$ cat config.mk
export PLATFORM = sky130hd
export DESIGN_NAME = iter_divider
export DESIGN_NICKNAME = d
export VERILOG_FILES = /design/src/rtl/div_pkg.sv /design/src/rtl/div_step.sv /design/src/rtl/iter_divider.sv
export SDC_FILE = /design/constraint.sdc
export NUM_CORES = 1
export LEC_CHECK = 0
export BUFFER_PORTS_ARGS = -buffer_cell sky130_fd_sc_hd__clkbuf_2
export CORE_ASPECT_RATIO = 0.7
export CORE_MARGIN = 2
export CORE_UTILIZATION = 37
export DETAILED_ROUTE_END_ITERATION = 8
export SLEW_MARGIN = 25
export SYNTH_ARGS = -nofsm -noshare
export SYNTH_HDL_FRONTEND = slang
export SYNTH_SLANG_ARGS = --single-unit
$ cat constraint.sdc
create_clock -name clk -period 2.3 [get_ports clk]
set_input_delay 0.115 -clock clk [delete_from_list [all_inputs] [get_ports clk]]
set_output_delay 0.115 -clock clk [all_outputs]
set_load 0.1 [all_outputs]
$ cat src/rtl/div_pkg.sv
// div_pkg: shared FSM state encoding and default width for the iterative divider.
package div_pkg;
  typedef enum logic [1:0] {IDLE, CALC, DONE} state_t;
  localparam int DIV_WIDTH_DEFAULT = 16;
endpackage

$ cat src/rtl/div_step.sv
// div_step: one restoring division step (shift in next dividend bit, trial subtract, quotient bit).
module div_step #(
  parameter int WIDTH = 16
) (
  input  logic [WIDTH:0]   i_rem,
  input  logic             i_dvd_bit,
  input  logic [WIDTH-1:0] i_divisor,
  output logic [WIDTH:0]   o_rem,
  output logic             o_q_bit
);
  logic [WIDTH+1:0] w_shift;
  logic [WIDTH+1:0] w_diff;
  assign w_shift = {i_rem, i_dvd_bit};
  // One extra bit above the shifted remainder makes the borrow visible as the sign.
  assign w_diff  = w_shift - {2'b00, i_divisor};
  assign o_q_bit = ~w_diff[WIDTH+1];
  assign o_rem   = o_q_bit ? w_diff[WIDTH:0] : w_shift[WIDTH:0];
endmodule

$ cat src/rtl/iter_divider.sv
// iter_divider: unsigned restoring divider, one quotient bit per clock, MSB first.
module iter_divider
  import div_pkg::*;
#(
  parameter int WIDTH = DIV_WIDTH_DEFAULT
) (
  input  logic             clk,
  input  logic             rstn,
  input  logic             start,
  input  logic [WIDTH-1:0] dividend,
  input  logic [WIDTH-1:0] divisor,
  output logic             busy,
  output logic             done,
  output logic [WIDTH-1:0] quotient,
  output logic [WIDTH-1:0] remainder,
  output logic             div_zero
);
  localparam int CW = $clog2(WIDTH + 1);
  state_t           r_state;
  state_t           w_next;
  logic [CW-1:0]    r_cnt;
  logic [WIDTH:0]   r_rem;
  logic [WIDTH-1:0] r_dvd;
  logic [WIDTH-1:0] r_dvs;
  logic [WIDTH:0]   w_rem;
  logic             w_q_bit;
  logic             w_accept;
  logic             w_last;
  div_step #(.WIDTH(WIDTH)) u_step (
    .i_rem     (r_rem),
    .i_dvd_bit (r_dvd[WIDTH-1]),
    .i_divisor (r_dvs),
    .o_rem     (w_rem),
    .o_q_bit   (w_q_bit)
  );
  assign busy     = r_state == CALC;
  assign done     = r_state == DONE;
  assign w_accept = start && !busy;
  assign w_last   = r_cnt == CW'(WIDTH - 1);
  always_comb begin
    w_next = r_state;
    if (busy) w_next = w_last ? DONE : CALC;
    else      w_next = w_accept ? (divisor == '0 ? DONE : CALC) : IDLE;
  end
  // r_dvd doubles as the quotient shift register: dividend bits leave at the top
  // while quotient bits enter at the bottom.
  always_ff @(posedge clk or negedge rstn) begin
    if (!rstn) begin
      r_state   <= IDLE;
      r_cnt     <= '0;
      r_rem     <= '0;
      r_dvd     <= '0;
      r_dvs     <= '0;
      quotient  <= '0;
      remainder <= '0;
      div_zero  <= 1'b0;
    end else begin
      r_state <= w_next;
      if (w_accept && divisor == '0) begin
        quotient  <= '1;
        remainder <= dividend;
        div_zero  <= 1'b1;
      end else if (w_accept) begin
        r_cnt <= '0;
        r_rem <= '0;
        r_dvd <= dividend;
        r_dvs <= divisor;
      end else if (busy) begin
        r_cnt <= r_cnt + 1'b1;
        r_rem <= w_rem;
        r_dvd <= {r_dvd[WIDTH-2:0], w_q_bit};
        if (w_last) begin
          quotient  <= {r_dvd[WIDTH-2:0], w_q_bit};
          remainder <= w_rem[WIDTH-1:0];
          div_zero  <= 1'b0;
        end
      end
    end
  end
endmodule

==> results of run 1 <==
==> timing repair <==
item,4_1_cts,5_1_grt
pin swaps,21,17
endpoints found under the hold margin,39,0
setup buffers,3,10
endpoints found under the setup margin,34,35
gates resized for setup,56,23
hold buffers,1,0
cloned,1,0
==> layout make-up <==
cell class	instances	share of cell area, %
Timing Repair Buffer	171	17.4
Clock buffer	10	3.34
Multi-Input combinational cell	359	40.9
Clock inverter	6	1.43
Sequential cell	89	32.5
Tap cell	166	3.03
Inverter	25	1.37
==> per-stage QoR <==
stage / utilization (%) / worst slack (ns) / cell area (sq um)
global placement: 46.4 / -0.235 / 6040
finish: 52.7 / -0.194 / 6850
global route: 52.7 / -0.291 / 6850
floorplan: - / -0.131 / 4920
detailed placement: 46.4 / -0.288 / 6040
CTS: 51.4 / -0.175 / 6680
==> kinds of logic (layout without fill, tap and decap cells) <==
kind of cell,count (synthesis),after routing,synth area share (%)
adder cells (fa/ha/maj),19,19,5.04
AO/OA/AOI/OAI,141,141,19.0
XOR/XNOR,11,11,1.98
buffers and inverters,52,212,4.94
multiplexers,42,42,9.16
AND/OR/NAND/NOR,146,146,14.1
flip-flops,89,89,45.8
==> worst max path at each step <==
stage,startpoint,to,slack [ns],cells past startpoint
3_5_place_dp,r_dvs[4],r_rem[13],-0.29,10
5_1_grt,r_dvs[13],remainder[3],-0.29,12
2_1_floorplan,r_rem[11],r_rem[5],-0.13,9
4_1_cts,r_dvs[15],remainder[9],-0.18,10
3_3_place_gp,r_dvd[15],r_rem[16],-0.23,11
6_report,r_rem[13],remainder[0],-0.19,9
==> state kept, by name, indices dropped and copies added (netlist names) <==
register and count:
r_state 2, r_rem 17, div_zero 1, r_dvs 16, r_cnt 5, r_dvd 16, remainder 16, quotient 16
==> per-layer routing <==
layer	track usage, %	up-vias	part of all wire [%]
met3	3.63	15	4.7
li1	-	2104	-
met5	0	-	0
met4	5.38	0	1.3
met2	33.8	111	49
met1	28.4	2182	46
==> cells in the final DEF (no fill, tap or decap), drive strengths merged, types with 3 or more instances in the layout <==
master,synthesis,routed
o31ai,3,3
mux2,17,17
buf,8,103
nor2,15,15
and3,4,4
and2,6,6
a22oi,11,11
nor4,4,4
inv,25,28
clkbuf,19,77
dfrtp,89,89
a22o,4,4
nand2,70,70
o21a,4,4
nand3,22,22
xor2,5,5
o21ai,67,67
a31oi,7,7
nor3,7,7
a21oi,21,21
ha,18,18
nand4,4,4
xnor2,6,6
mux2i,25,25
==> flow_summary.ini, run 1 <==
[setup_path]
r2r_start = r_rem[13]
r2r_end = remainder[0]
cp_slowest_cell = a2111o_1
cp.arrival_ns = 2.76
cp_top_family = compound AO/OA/AOI/OAI gates
cp_num_buf_inv = 1
crit_fanout = 8
rr_worst_depth = 9
worstPathCellList = ha_4 > a21oi_4 > o21ai_2 > buf_4 > nor3_2 > a2111o_1 > a211o_2 > mux2_4 > o21ai_1
end_kind = flip-flop
crit_type = flip-flop to flip-flop
cp-start-kind = flip-flop
crit_required_ns = 2.57
crit_path_max_incr_delay_ns = 0.42
r2r_setup_slack_ns = -0.19

[grt]
grt_start_max_net_pins = 51
grt_antenna_before_repair = 0
grt_pass1_vias = 4398
grt.total_usage_pct = 20.5
grt_first_pass_wirelength_microns = 22600
gr-total-overflow = 0

[clock_tree]
cts_tree = done
clkSlewWorstSetupHoldPaths_ns = 0.07
ctsRootBufferMaster = clkbuf_16
clockBufferDepth = 2
insertion_delay_ns = 0.35
numCtsBuffers = 9
cts.sinks = 89
htreeDepth = 3

[layout]
fill_cells = 1176
num_antenna_cells = 0
syn2layout_area_growth_pct = 40.8
nNetsFinal = 709
final_layout_size_suffix_gt1_share_pct = 41.4
seqCellArea_sq_um = 2230
instances_no_fill = 826
multiInputGateArea_sq_um = 2800

[floorplanning]
top_level_ports = 70
start_util_pct = 37.4
die_h_microns = 99.9
die-area_sq_um = 14100
die_w_microns = 141
core_area_sq_um = 13000
rows = 35

[detailed_routing]
wire_per_inst_microns = 16.8
drt_iter0_markers = 271
drt-total-wl_microns = 13900
route.detailed.drc = 0
postRouteAntennaNets = 0
vias = 4412
via_per_inst = 5.34
first_pass_iters = 5

[logic_synthesis]
synth_edf_count = 0
async_flop_share_pct = 100
ys_seq_area_share_pct = 45.8
synth_nets = 554
synth_area_leaders = dfrtp_1, nand2_1, o21ai_0, mux2i_1, ha_1
synthFlopType = dfrtp_1
yosysTopAreaCell = dfrtp_1
synth_area_sq_um = 4860
post-synth-top-count-cell = dfrtp_1
synth-warning-count = 0
synthCells = 500
synth.distinct_cells = 65
ys_ff_latch = 89
yosys-top-cells-count = dfrtp_1, nand2_1, o21ai_0, inv_1, mux2i_1
syn_area_per_cell_sq_um = 9.73
synth_top_area_share_pct = 45.8

[place]
post-dp-hpwl_microns = 9900
place_inst = 798
io_buffers = 69
globalplace.congestion = 0.886

[timing]
setup_tns_ns = -4.65
report.final.slew_viol_count = 0
setup_viol = 33
hold_violations = 0
min_period_over_period_pct = 108
holdWs_ns = 0.0216
rsz0062_at_grt = yes
fin_skew_ns = 0.00581
fin_ws_ns = -0.194
slew_headroom_pct = 61.5
min_period_ns = 2.49
tightest_slew_ns = 0.578
fmax_mhz = 401

[min_path]
whs_path_depth = 2
min_path_type = input port to flip-flop
hold_start = divisor[8]
holdPathEnd = r_dvs[8]

[run_status]
status = complete, but fails checks
violations = negative setup slack

[run]
maxCapViolations = 0
Power of run 1 is left out: the tool's default activity adds up to more than one toggle a clock period on the data nets, which glitch-free logic cannot reach.
==> run 2: changes to the inputs <==
--- a/config.mk
+++ b/config.mk
@@ -10,6 +10,7 @@
 export CORE_MARGIN = 2
 export CORE_UTILIZATION = 37
 export DETAILED_ROUTE_END_ITERATION = 8
+export SKIP_LAST_GASP = 1
 export SLEW_MARGIN = 25
 export SYNTH_ARGS = -nofsm -noshare
 export SYNTH_HDL_FRONTEND = slang
==> run 2 against run 1 <==
Against the previous run: the run still ends with negative setup slack left; fmax hardly changed; global-route usage unchanged; sequential share of layout area did not move; final cell count did not move; critical path type unchanged.
==> flow_summary.ini, run 2 (same netlist as run 1, synthesis figures left out) <==
[min_path]
holdPathEnd = r_dvs[2]
min_path_type = input port to flip-flop
whs_path_depth = 2
hold_start = divisor[2]

[grt]
gr-total-overflow = 0
grt_pass1_vias = 4394
grt_start_max_net_pins = 51
grt_antenna_before_repair = 0
use_met3_pct = 3.63
grt.total_usage_pct = 20.5
grt_first_pass_wirelength_microns = 22600
grt.busiest_layer = met2
gr-usage-met1_pct = 28.4
use_met2_pct = 33.8

[detailed_routing]
via_per_inst = 5.31
first_pass_iters = 5
drt-total-wl_microns = 13900
postRouteAntennaNets = 0
vias = 4390
wire_per_inst_microns = 16.8
route.detailed.drc = 0
drt_iter0_markers = 296

[layout]
syn2layout_area_growth_pct = 40.8
final_cell_mix = buf_4, dfrtp_1, nand2_1, clkbuf_2, o21ai_0
final_layout_size_suffix_gt1_share_pct = 41.1
largest_reg_flops = 17
top_register = r_rem
nNetsFinal = 709
layout.cells.most_common = buf_4
instances_no_fill = 826
num_antenna_cells = 0

[clock_tree]
htreeDepth = 3
ctsRootBufferMaster = clkbuf_16
numCtsBuffers = 9
cts.sinks = 89
clkSlewWorstSetupHoldPaths_ns = 0.07
clockBufferDepth = 2
cts_tree = done
insertion_delay_ns = 0.35

[floorplanning]
core_area_sq_um = 13000
rows = 35
start_util_pct = 37.4
top_level_ports = 70
die_h_microns = 99.9
die-area_sq_um = 14100
die_w_microns = 141

[setup_path]
crit_type = flip-flop to flip-flop
cp.arrival_ns = 2.72
rr_worst_depth = 10
cp-start-kind = flip-flop
r2r_start = r_rem[9]
crit_required_ns = 2.53
r2r_end = remainder[6]
r2r_setup_slack_ns = -0.19
end_kind = flip-flop
crit_fanout = 6

[run_status]
status = complete, but fails checks
violations = negative setup slack

[timing]
fin_ws_ns = -0.194
min_period_over_period_pct = 108
min_period_ns = 2.49
slew_headroom_pct = 61.6
setup_viol = 33
tightest_slew_ns = 0.576
report.final.slew_viol_count = 0
hold_violations = 0
rsz0062_at_grt = yes
fmax_mhz = 401
fin_skew_ns = 0.00613

[place]
io_buffers = 69
place_inst = 798
post-dp-hpwl_microns = 9900
globalplace.congestion = 0.886

[run]
maxCapViolations = 0
## run 2: cell type report
class | instances | area [sq um]
repair buffers | 171 | 1190
fillers | 1176 | 6160
clock inverters | 6 | 97.6
well taps | 166 | 208
clock buffers | 10 | 229
flip-flops and latches | 89 | 2230
inverters | 25 | 93.8
multi-input cells | 359 | 2800
## run 2: timing repair
item | 4_1_cts | 5_1_grt
hold buffers | 1 | 0
hold endpoints to repair | 39 | 0
gates cloned | 1 | 0
setup buffers | 3 | 10
setup endpoints to repair | 34 | 35
resized for setup | 56 | 21
pin swaps | 20 | 16
## run 2: worst max-delay path by stage
stage	cells past startpoint	to	startpoint
after floorplan	9	r_rem[5]	r_rem[11]
after global placement	11	r_rem[16]	r_dvd[15]
after detailed placement	10	r_rem[13]	r_dvs[4]
after CTS	10	remainder[9]	r_dvs[15]
after global routing	12	remainder[3]	r_dvs[13]
final	10	remainder[6]	r_rem[9]
## run 2: layer usage
metal | share of wire, % | vias to the layer above
met3 | 4.4 | 15
met2 | 48 | 93
met1 | 46 | 2180
met5 | 0 | -
met4 | 1.3 | 0
li1 | - | 2102
## run 2: through the flow
| stage | worst slack, ns | setup TNS, ns | area (sq um) | hold WS [ns] | util [%] |
|---|---|---|---|---|---|
| after floorplan | -0.131 | -1.73 | 4920 | -0.181 | - |
| after global placement | -0.235 | -4.76 | 6040 | 0.142 | 46.4 |
| after detailed placement | -0.288 | -5.87 | 6040 | 0.142 | 46.4 |
| after CTS | -0.175 | -2.97 | 6680 | 0.0122 | 51.4 |
| after global routing | -0.291 | -8.32 | 6850 | 0.0168 | 52.7 |
| final | -0.194 | -4.70 | 6850 | 0.0211 | 52.7 |
## run 2: critical path, stage by stage, from the launching register on
cell      delay, ns
dfrtp_1        0.44
ha_4           0.32
and4_4         0.25
nand3_2        0.11
a21oi_4        0.22
nor2_2         0.10
a211oi_4       0.32
buf_12         0.18
buf_4          0.13
mux2i_4        0.23
o21ai_1        0.08
Power of run 2 is left out for the same reason.
